<file path="config.mk">
export PLATFORM = sky130hd
export DESIGN_NAME = ram_refresh_arbiter
export DESIGN_NICKNAME = d
export VERILOG_FILES = /design/src/rtl/ram_arb_pkg.sv /design/src/rtl/ram_arb_wait_ctr.sv /design/src/rtl/ram_refresh_arbiter.sv
export SDC_FILE = /design/constraint.sdc
export NUM_CORES = 1
export LEC_CHECK = 0
export CAP_MARGIN = 10
export CORE_AREA = 2 2 82 52
export DETAILED_ROUTE_END_ITERATION = 10
export DIE_AREA = 0 0 84 54
export GPL_ROUTABILITY_DRIVEN = 0
export PLACE_DENSITY = 0.85
export SYNTH_ARGS = -nofsm -noshare
export SYNTH_HDL_FRONTEND = slang
export SYNTH_SLANG_ARGS = --single-unit
</file>
<file path="constraint.sdc">
create_clock -name clk -period 4.7 [get_ports clk]
set_clock_uncertainty 0.1 [all_clocks]
set_input_delay 0.705 -clock clk [delete_from_list [all_inputs] [get_ports clk]]
set_output_delay 0.705 -clock clk [all_outputs]
set_load 0.01 [all_outputs]
</file>
<file path="src/rtl/ram_arb_pkg.sv">
// ram_arb_pkg: shared state encoding and defaults for the refresh-slot SRAM arbiter
package ram_arb_pkg;
  localparam int DEF_ADR_W = 19;
  localparam int DEF_WAIT_W = 8;
  localparam logic DONE_HOLD_DQ = 1'b1;
  typedef enum logic [1:0] {IDLE, SETUP, STROBE, DONE} arb_state_e;
endpackage

</file>
<file path="src/rtl/ram_arb_wait_ctr.sv">
// ram_arb_wait_ctr: saturating wait counter with clear and registered starvation flag
module ram_arb_wait_ctr #(
  parameter int WAIT_W = 8,
  parameter int MAX_WAIT = 200
) (
  input  logic clk,
  input  logic reset,
  input  logic clr,
  input  logic inc,
  output logic starved
);
  localparam logic [WAIT_W-1:0] LIMIT = WAIT_W'(MAX_WAIT);
  logic [WAIT_W-1:0] cnt, cnt_nxt;
  assign cnt_nxt = clr ? '0 : (inc && !(&cnt)) ? cnt + 1'b1 : cnt;
  always_ff @(posedge clk)
    if (reset) begin
      cnt <= '0;
      starved <= 1'b0;
    end else begin
      cnt <= cnt_nxt;
      starved <= cnt_nxt >= LIMIT;
    end
endmodule

</file>
<file path="src/rtl/ram_refresh_arbiter.sv">
// ram_refresh_arbiter: slots secondary SRAM accesses into Z80 refresh cycles, CPU passthrough otherwise
module ram_refresh_arbiter
  import ram_arb_pkg::*;
#(
  parameter int ADR_W = DEF_ADR_W,
  parameter int WAIT_W = DEF_WAIT_W,
  parameter int MAX_WAIT = 200
) (
  input  logic             clk,
  input  logic             reset,
  input  logic             mreq_b,
  input  logic             rfsh_b,
  input  logic             wr_b,
  input  logic             cpu_ramcs_b,
  input  logic             cpu_oe_b,
  input  logic [ADR_W-1:0] cpu_adr,
  input  logic             dma_req,
  input  logic             dma_we,
  input  logic [ADR_W-1:0] dma_adr,
  input  logic [7:0]       dma_wdata,
  output logic             dma_ack,
  output logic [7:0]       dma_rdata,
  output logic             dma_starved,
  output logic             conflict,
  output logic             sram_cs_b,
  output logic             sram_oe_b,
  output logic             sram_we_b,
  output logic [ADR_W-1:0] sram_adr,
  output logic [7:0]       sram_dq_out,
  output logic             sram_dq_oe,
  input  logic [7:0]       sram_dq_in
);
  arb_state_e state;
  logic idle, access, grant, clash;
  assign idle = state == IDLE;
  assign access = state == SETUP || state == STROBE;
  assign grant = idle && dma_req && !rfsh_b && !mreq_b && !dma_ack;
  // a non-refresh MREQ means the CPU owns the RAM again
  assign clash = access && !mreq_b && rfsh_b;
  always_ff @(posedge clk)
    if (reset) begin
      state <= IDLE;
      dma_ack <= 1'b0;
      dma_rdata <= '0;
      conflict <= 1'b0;
    end else begin
      dma_ack <= 1'b0;
      if (clash) begin
        state <= IDLE;
        conflict <= 1'b1;
      end else
        case (state)
          IDLE: state <= grant ? SETUP : IDLE;
          SETUP: state <= STROBE;
          STROBE: begin
            state <= DONE;
            dma_ack <= 1'b1;
            if (!dma_we) dma_rdata <= sram_dq_in;
          end
          default: state <= IDLE;
        endcase
    end
  assign sram_cs_b = idle ? cpu_ramcs_b : !access;
  assign sram_oe_b = idle ? cpu_oe_b : access ? dma_we : 1'b1;
  assign sram_we_b = idle ? wr_b : state == STROBE ? !dma_we : 1'b1;
  assign sram_adr = idle ? cpu_adr : dma_adr;
  assign sram_dq_out = dma_wdata;
  assign sram_dq_oe = access ? dma_we : state == DONE ? DONE_HOLD_DQ & dma_we : 1'b0;
  ram_arb_wait_ctr #(.WAIT_W(WAIT_W), .MAX_WAIT(MAX_WAIT)) u_wait_ctr (
    .clk(clk),
    .reset(reset),
    .clr(grant || !dma_req),
    .inc(dma_req && idle),
    .starved(dma_starved)
  );
endmodule

</file>
==> out/results.ini <==
[status]
status = finished, final reports clean

[critical_path]
slowest_delay_ns = 0.89
path_max_fanout = 28
crit_path_end_kind = output pin
cp_cell_sequence = inv_1, ha_1, mux2_2, clkdlybuf4s50_1
worstSetupPathType = register to output pin
slowest_stage = ha_1
cp.arrival_ns = 2.49
crit_required_ns = 3.89
r2r_setup_slack_ns = 2.12
start_kind = register

[global_route]
grt_max_degree = 29
grt_pass1_wl_um = 5540
antenna_found_initial = 0
grt_util_all_layers = 0.155
grt_pass1_vias = 1186
overflow = 0

[synthesis]
synth_most_common_cell = dfxtp_1
synth.cell_area_um2 = 1320
ys_ff_latch = 21
synth_top_area_cell = dfxtp_1
syn_area_per_cell_um2 = 9.55
synth_top_area_frac = 0.319
yosysSeqAreaShare = 0.319
synth_cells = 138
synth-edff-count = 0
async_flop_share = 0
synth.distinct_cells = 34
synth_nets = 205
synth_area_leaders = dfxtp_1 (32%), mux2_2 (17%), mux2i_1 (7.6%)
synthFlopType = dfxtp_1
synthTopCellsByCount = dfxtp_1 (21), mux2_2 (20), nor2_1 (20)
yosysWarningCount = 0

[clock_network]
clock-sinks = 21
ctsHoldBuffers = 0
clkSlewWorstSetupHoldPaths_ns = 0.08
cts_buffers = 3
cts_setup_buffers = 0
htreeDepth = 1
cts_tree = built
root_buffer = clkbuf_8
cts_resized = 0
clock_latency_ns = 0.26
cts_buffer_depth = 2

[placement]
detailedPlace.worstSlack_ns = 1.63
port_buffers = 88
place_hpwl_um = 2650
place_inst = 262

[timing]
slew_violations = 0
rsz0062_at_grt = no
fmax_mhz = 304
fin_crit_ns = 3.29
hold_violations = 0
final-setup-viol-count = 0
timing.hold.ws_ns = 0.371
min_period_over_period = 0.701
fin_tns_setup_ns = 0
worstMarginPinSlew_ns = 1.11
fin_ws_ns = 1.41
slew_headroom = 0.262

[routing]
finalWirelength_um = 3410
dr_wl_met3_um = 256
dr.max_layer_used = met4
vias = 1270
ant_nets = 0
drc = 0
wl_per_cell_um = 12.8
first_pass_iters = 4
drt_iter0_drc = 49
via_per_inst = 4.77
wl_met2_um = 1560
met1_length_um = 1580

[finish]
drive_gt1_frac = 0.139
diodes = 0
fin_nets = 284
area_growth_syn_to_layout_pct = 68.0
final_cells = 266

[pwr]
power_w = 0.000486
cellLeakagePower_nw = 0.861
power_density_nw_per_um2 = 220
peakVddDrop_uv = 107

[floorplanning]
core_um2 = 3900
die-height_um = 54
io_pins = 105
dieWidth_um = 84
rows = 18
start_util = 0.338
dieArea_um2 = 4540

[min_path]
hp-class = register to register

[flow_run]
maxCapViolations = 0

-- cell usage in the layout, fill, tap and decap left out --
master           count
a211oi_1             1
a21o_1               1
a21oi_1              2
a31oi_4              1
and2_1               3
and3_1               1
and3b_1              1
and4_4               2
clkbuf_8             3
clkdlybuf4s50_1     88
clkinv_2             1
dfxtp_1             21
ha_1                 4
inv_1                4
mux2_2              20
mux2i_1             10
nand2_1              5
nand3_1              2
nand3b_2             1
nand4_1              6
nor2_1              20
nor3_1               1
nor3b_1              2
nor3b_2              1
nor4_1               1
nor4b_4              1
o211ai_1             2
o21a_1               2
o21ai_0              2
o21ai_1              2
or3b_1               1
or4b_1               1
xor2_1               3
-- per-stage QoR --
stage	utilization	area (µm²)
floorplan	-	1320
global placement	0.556	2170
detailed placement	0.556	2170
CTS	0.568	2210
global route	0.568	2210
finish	0.568	2210
-- worst paths after layout --
kind / end / cells past startpoint / from
hold / removal: conflict$_SDFFE_PP0P_ / 2 / conflict$_SDFFE_PP0P_
setup reg to reg: u_wait_ctr.starved$_SDFF_PP0_ / 6 / state[0]$_SDFF_PP0_
setup / recovery: sram_adr[3] / 4 / state[0]$_SDFF_PP0_
hold reg to reg: conflict$_SDFFE_PP0P_ / 2 / conflict$_SDFFE_PP0P_
-- critical path: cells and delay by family (launching register included) --
family                     cells  cell delay, ns
adders and majority gates      1            0.89
buffers and inverters          2            0.56
muxes                          1            0.42
DFF                            1            0.33
-- registers in the layout, summed over array words and instances (netlist names) --
name	cells
state	2
conflict	1
u_wait_ctr.cnt	8
dma_ack	1
dma_rdata	8
u_wait_ctr.starved	1
-- cell families after synthesis --
family                   after synthesis  share of synthesized area
adder cells (fa/ha/maj)                4                     0.0380
XOR/XNOR                               3                     0.0199
buffers and inverters                 18                     0.0826
flip-flops                            21                      0.319
multiplexers                          30                      0.247
AND/OR/NAND/NOR                       49                      0.220
AO/OA/AOI/OAI                         13                     0.0731
-- layer usage --
layer,global-route usage,vias up
met5,0,-
met4,0.0188,0
met2,0.275,56
met1,0.191,574
met3,0.0537,4
li1,-,636
-- where the power goes --
group,total (W),internal (W),switching [W]
Combinational,0.000181,0.000119,0.0000622
Sequential,0.000185,0.000182,0.00000300
Clock,0.000120,0.0000591,0.0000604
-- final cells by class --
class / count / area [µm²]
sequential: 21 / 420
clock buffer: 3 / 41.3
fill: 353 / 1680
timing repair buffer: 88 / 881
tap: 50 / 62.6
multi-input combinational: 99 / 788
inverter: 4 / 15.0
clock inverter: 1 / 5.00
(Power assumes the default switching activity.)
